File: config.mk
export PLATFORM = sky130hd
export DESIGN_NAME = pc_upstream_serializer_flat
export DESIGN_NICKNAME = d
export VERILOG_FILES = /design/src/rtl/pc_upstream_serializer_if.sv /design/src/rtl/pc_upstream_serializer.sv /design/src/flat_wrapper.sv
export SDC_FILE = /design/constraint.sdc
export NUM_CORES = 1
export LEC_CHECK = 0
export BUFFER_PORTS_ARGS = -buffer_cell sky130_fd_sc_hd__buf_2
export CAP_MARGIN = 20
export CORE_AREA = 5 5 82 84
export CTS_BUF_LIST = sky130_fd_sc_hd__clkbuf_4 sky130_fd_sc_hd__clkbuf_8 sky130_fd_sc_hd__clkbuf_16
export CTS_CLUSTER_DIAMETER = 200
export DETAILED_ROUTE_END_ITERATION = 10
export DIE_AREA = 0 0 87 89
export PLACE_DENSITY = 0.77
export SLEW_MARGIN = 20
export SYNTH_ARGS = -nofsm -noshare
export SYNTH_HDL_FRONTEND = slang
export SYNTH_SLANG_ARGS = --single-unit
File: constraint.sdc
create_clock -name clk -period 2 [get_ports clk]
set_input_delay 0.2 -clock clk [delete_from_list [all_inputs] [get_ports clk]]
set_output_delay 0.2 -clock clk [all_outputs]
set_load 0.005 [all_outputs]
File: src/rtl/pc_upstream_serializer_if.sv
// rtl/pc_upstream_serializer_if.sv - SpikeFilter, heartbeat and PC-bound word channels
interface pc_upstream_serializer_if #(
  parameter int Nout       = 16,
  parameter int N_SF_filts = 10,
  parameter int N_SF_state = 27,
  parameter int N_TM_time  = 48
);
  logic                             sf_v;
  logic [N_SF_filts+N_SF_state-1:0] sf_d;
  logic                             sf_a;
  logic                             hb_v;
  logic [N_TM_time-1:0]             hb_d;
  logic                             hb_a;
  logic                             out_v;
  logic [Nout-1:0]                  out_d;
  logic                             out_a;

  modport master (
    output sf_v, sf_d, hb_v, hb_d, out_a,
    input  sf_a, hb_a, out_v, out_d
  );

  modport slave (
    input  sf_v, sf_d, hb_v, hb_d, out_a,
    output sf_a, hb_a, out_v, out_d
  );
endinterface

File: src/rtl/pc_upstream_serializer.sv
// rtl/pc_upstream_serializer.sv - round-robin SF/heartbeat packer into narrow PC-bound words
module pc_upstream_serializer #(
  parameter int Nout       = 16,
  parameter int N_SF_filts = 10,
  parameter int N_SF_state = 27,
  parameter int N_TM_time  = 48
) (
  input  logic                     clk,
  input  logic                     reset,
  pc_upstream_serializer_if.slave  bus
);
  localparam int C    = Nout - 3;
  localparam int W_SF = N_SF_filts + N_SF_state;
  localparam int W_HB = N_TM_time;
  localparam int KSF  = (W_SF + C - 1) / C;
  localparam int KHB  = (W_HB + C - 1) / C;
  localparam int KMAX = (KSF > KHB) ? KSF : KHB;
  localparam int PW   = KMAX * C;
  localparam int IW   = (KMAX > 1) ? $clog2(KMAX) : 1;

  localparam logic [IW-1:0] KSF_LAST = IW'(KSF - 1);
  localparam logic [IW-1:0] KHB_LAST = IW'(KHB - 1);
  localparam logic [1:0]    CODE_SF  = 2'b00;
  localparam logic [1:0]    CODE_HB  = 2'b01;

  typedef enum logic {IDLE, SEND} state_t;

  state_t          state, state_nx;
  logic [PW-1:0]   payload;
  logic [1:0]      code;
  logic [IW-1:0]   idx;
  logic [IW-1:0]   k_last;
  logic            last_grant;  // 1 = heartbeat was granted most recently
  logic            grant_sf, grant_hb;
  logic [PW-1:0]   sf_ext, hb_ext;
  logic [C-1:0]    chunk;
  logic            is_last;

  always_comb begin
    state_nx  = state;
    grant_sf  = 1'b0;
    grant_hb  = 1'b0;
    bus.sf_a  = 1'b0;
    bus.hb_a  = 1'b0;
    bus.out_v = 1'b0;
    bus.out_d = '0;
    sf_ext    = '0;
    hb_ext    = '0;
    sf_ext[W_SF-1:0] = bus.sf_d;
    hb_ext[W_HB-1:0] = bus.hb_d;
    chunk     = payload[int'(idx)*C +: C];
    is_last   = (idx == k_last);

    case (state)
      IDLE: begin
        // Reset gating keeps the combinational accepts low while reset is held.
        if (!reset) begin
          if (bus.sf_v && (!bus.hb_v || last_grant))
            grant_sf = 1'b1;
          else if (bus.hb_v)
            grant_hb = 1'b1;
        end
        bus.sf_a = grant_sf;
        bus.hb_a = grant_hb;
        if (grant_sf || grant_hb)
          state_nx = SEND;
      end
      SEND: begin
        bus.out_v = 1'b1;
        bus.out_d = {code, is_last, chunk};
        if (bus.out_a && is_last)
          state_nx = IDLE;
      end
      default: state_nx = IDLE;
    endcase
  end

  always_ff @(posedge clk) begin
    if (reset) begin
      state      <= IDLE;
      payload    <= '0;
      code       <= 2'b00;
      idx        <= '0;
      k_last     <= '0;
      last_grant <= 1'b1;
    end else begin
      state <= state_nx;
      if (grant_sf) begin
        payload    <= sf_ext;
        code       <= CODE_SF;
        k_last     <= KSF_LAST;
        idx        <= '0;
        last_grant <= 1'b0;
      end else if (grant_hb) begin
        payload    <= hb_ext;
        code       <= CODE_HB;
        k_last     <= KHB_LAST;
        idx        <= '0;
        last_grant <= 1'b1;
      end else if (state == SEND && bus.out_a && !is_last) begin
        idx <= idx + 1'b1;
      end
    end
  end
endmodule

File: src/flat_wrapper.sv
// flat-port wrapper written by rule: the top's interface ports become plain ports
module pc_upstream_serializer_flat 
#(
  parameter int Nout       = 16,
  parameter int N_SF_filts = 10,
  parameter int N_SF_state = 27,
  parameter int N_TM_time  = 48
)
  (clk, reset, bus_sf_v, bus_sf_d, bus_hb_v, bus_hb_d, bus_out_a, bus_sf_a, bus_hb_a, bus_out_v, bus_out_d);
  pc_upstream_serializer_if #(.Nout(Nout), .N_SF_filts(N_SF_filts), .N_SF_state(N_SF_state), .N_TM_time(N_TM_time)) bus_i ();
  input  logic clk;
  input  logic reset;
  input wire logic [$bits(bus_i.sf_v)-1:0] bus_sf_v;
  input wire logic [$bits(bus_i.sf_d)-1:0] bus_sf_d;
  input wire logic [$bits(bus_i.hb_v)-1:0] bus_hb_v;
  input wire logic [$bits(bus_i.hb_d)-1:0] bus_hb_d;
  input wire logic [$bits(bus_i.out_a)-1:0] bus_out_a;
  output wire logic [$bits(bus_i.sf_a)-1:0] bus_sf_a;
  output wire logic [$bits(bus_i.hb_a)-1:0] bus_hb_a;
  output wire logic [$bits(bus_i.out_v)-1:0] bus_out_v;
  output wire logic [$bits(bus_i.out_d)-1:0] bus_out_d;
  assign bus_i.sf_v = bus_sf_v;
  assign bus_i.sf_d = bus_sf_d;
  assign bus_i.hb_v = bus_hb_v;
  assign bus_i.hb_d = bus_hb_d;
  assign bus_i.out_a = bus_out_a;
  assign bus_sf_a = bus_i.sf_a;
  assign bus_hb_a = bus_i.hb_a;
  assign bus_out_v = bus_i.out_v;
  assign bus_out_d = bus_i.out_d;
  pc_upstream_serializer #(.Nout(Nout), .N_SF_filts(N_SF_filts), .N_SF_state(N_SF_state), .N_TM_time(N_TM_time)) u_core (.clk(clk), .reset(reset), .bus(bus_i));
endmodule
==> metrics <==
initial antenna violation count 0; Critical Path AT 1.70 ns; Endpoint, Worst Hold u_core.state; Avg Synthesized Cell Area 9.201 um^2; Port Buffers 107; Congestion Overflow GR 0; final-report max-slew violation count 0; Max clock buf depth 2; maximum vdd drop 426.7 uV; Final Hold Viols 0; Core ar. 0.005851 mm^2; required time of the critical path 1.80 ns; Total Wirelength 8.501 mm; Register-to-Register Path Depth 3; share of Yosys cell area claimed by the top area cell type 0.3956; RePlAce Congestion 0.8135; Yosys top cell by area dfxtp_1; Pint 0.001982 W; Sw Ratio 0.2592; Hold Path Class input port to flip-flop; status finished, final reports clean; Post-Syn Area 0.002733 mm^2; Die Area 0.007743 mm^2; final worst clock skew 0.003377 ns; GRT Util Overall 0.2136; kind of end point of the critical path output pin; Finished Layout Cells 474; Post-synth EDFFs 0; worst-skew pair later-pin latency 0.31 ns; min-delay src bus_out_a; CTS tree done; TNS Setup 0 ns; Starting Density 0.4671; DIE HEIGHT 89 um; flop2flop setup slack 0.16 ns; DRT iter0 DRCs 162; post-route ant nets 0; largest net degree at the start of global routing 40; CTS Sinks 54; Remaining DRCs 0; crit path kind flip-flop to output pin; hold path depth 2; Area Overhead vs Synth 28.25%; Final setup viols 0; number of nets in the layout 488; synth unique cells 32; drt wl/cell 17.93 um; first-pass GRT wire length 12.89 mm; Seq pwr share 0.464; ys async rst share 0; Worst-path clk slew 0.10 ns; fillers 520; Cell Rows 28; top cells by count, synth dfxtp_1 (54), a21oi_1 (51), inv_1 (41); Mapped Cells 297; Pre-antenna DRT Iters 4; number of diodes 0; sequential element share of the synthesized area 0.3956; Synth warnings 0; unrepaired setup endpoints after global routing false; Critical R2R Capture u_core.payload[23]; Root Driver clkbuf_8; DP HPWL 6.164 mm; # IOs 109; Final Cycle Share 0.9519; Final Critical Period 1.904 ns; FMAX 0.5252 GHz; largest cells by area after synthesis dfxtp_1 (40%), o221a_2 (12%), a21oi_1 (9.3%); Via density 5.565; Top FF cell, synth dfxtp_1; Placed Area 0.003352 mm^2; Via Count 2638; Die X 87 um; clock power share 0.338; CP startpoint kind flip-flop; Post-Place Cells 465; most frequent cell after synthesis dfxtp_1; design area 0.003505 mm^2; max-cap violation count 0; PwrDens 763.6 mW/mm^2; layout cells sized above 1 0.4361; vias in the first global route 2651; Comb power frac 0.199; CP max FO 20; reg-to-reg startpoint u_core.state; Sw Pwr 0.0006937 W; H-tree lvl count 2; Syn Nets 387; Leak 1.561 nW; #FFs+latches synth 54; TritonCTS Buffers 5
[placed cells by master (no fill, tap or decap), drive strengths merged, types with 2 or more instances in the layout]
cell type  instances
a21oi             51
and2              17
buf              122
bufinv             2
clkbuf             6
dfxtp             54
inv               41
mux2i              5
mux4               9
nand2              5
nand3             13
nand3b             3
nor2               2
o21ai             15
o221a             37
o22ai              2
or3                2
xor2               2
[metrics by stage]
step           hold WS [ns]  power (W)  utilization  setup slack [ns]
3_5_place_dp         0.4530   0.001785       0.5729            0.3609
4_1_cts              0.1181   0.002676       0.5973          0.002960
3_3_place_gp         0.4481   0.001769       0.5729            0.3800
6_report             0.1259   0.002676       0.5990           0.09611
5_1_grt              0.1341   0.002789       0.5990           0.01033
2_1_floorplan        0.3145   0.001559            -            0.5062
[cells by family (layout without fill, tap and decap cells)]
kind of cell,after synthesis,in the layout,share of synthesized area
buffers and inverters,70,171,0.1085
and+or+nand+nor,46,47,0.1012
AOI/OAI and AO/OA,110,110,0.2944
muxes,14,14,0.09249
other,1,1,0.001372
xor gates and xnor gates,2,2,0.006411
DFF,54,54,0.3956
[routing by layer]
layer	track usage	part of all wire	wire [um]	vias to the layer above
met2	0.3644	0.47	4034	128
met4	0.07082	0.026	225	0
met1	0.2667	0.42	3532	1217
met5	0	0	0	-
li1	-	-	-	1272
met3	0.04977	0.083	708	21
[state kept, by name, indices dropped and copies added, names as in the netlist]
signal             flops
u_core.payload        48
u_core.idx             2
u_core.code            1
u_core.k_last          1
u_core.last_grant      1
u_core.state           1
[critical path: stages, from the launching register on]
cell and delay (ns):
dfxtp_1 0.45, nand2b_1 0.27, or3_4 0.49, inv_1 0.08, buf_2 0.11
[power groups by stage]
stage / Combinational, W / Sequential (W) / Clock [W]
after floorplan: 0.000328 / 0.00123 / 0
after global placement: 0.000510 / 0.00126 / 0
after detailed placement: 0.000522 / 0.00126 / 0
after CTS: 0.000525 / 0.00124 / 0.000911
after global routing: 0.000583 / 0.00125 / 0.000955
final: 0.000531 / 0.00124 / 0.000903
[worst max-delay path by stage]
stage / start / slack, ns / to
after floorplan: u_core.idx[0] / 0.51 / bus_out_d[7]
after global placement: u_core.state / 0.38 / u_core.payload[8]
after detailed placement: u_core.state / 0.36 / u_core.payload[24]
after CTS: u_core.idx[1] / 0.003 / bus_out_d[3]
after global routing: u_core.state / 0.01 / bus_sf_a
final: u_core.state / 0.1 / bus_sf_a
[timing repair]
item	CTS	global route
hold buffers	0	0
buffers inserted	0	0
gates resized for setup	0	2
hold endpoints to repair	0	0
setup endpoints to repair	0	11
[cell type report]
type | count | area, um^2 | area share
clock inverters | 2 | 60.06 | 0.01714
repair buffers | 122 | 660.6 | 0.1885
multi-input cells | 174 | 1370 | 0.3909
well taps | 75 | 93.84 | 0.02678
flip-flops and latches | 54 | 1084 | 0.3092
clock buffers | 6 | 82.58 | 0.02356
inverters | 41 | 153.9 | 0.04391
Power figures use the tool's default switching activity.
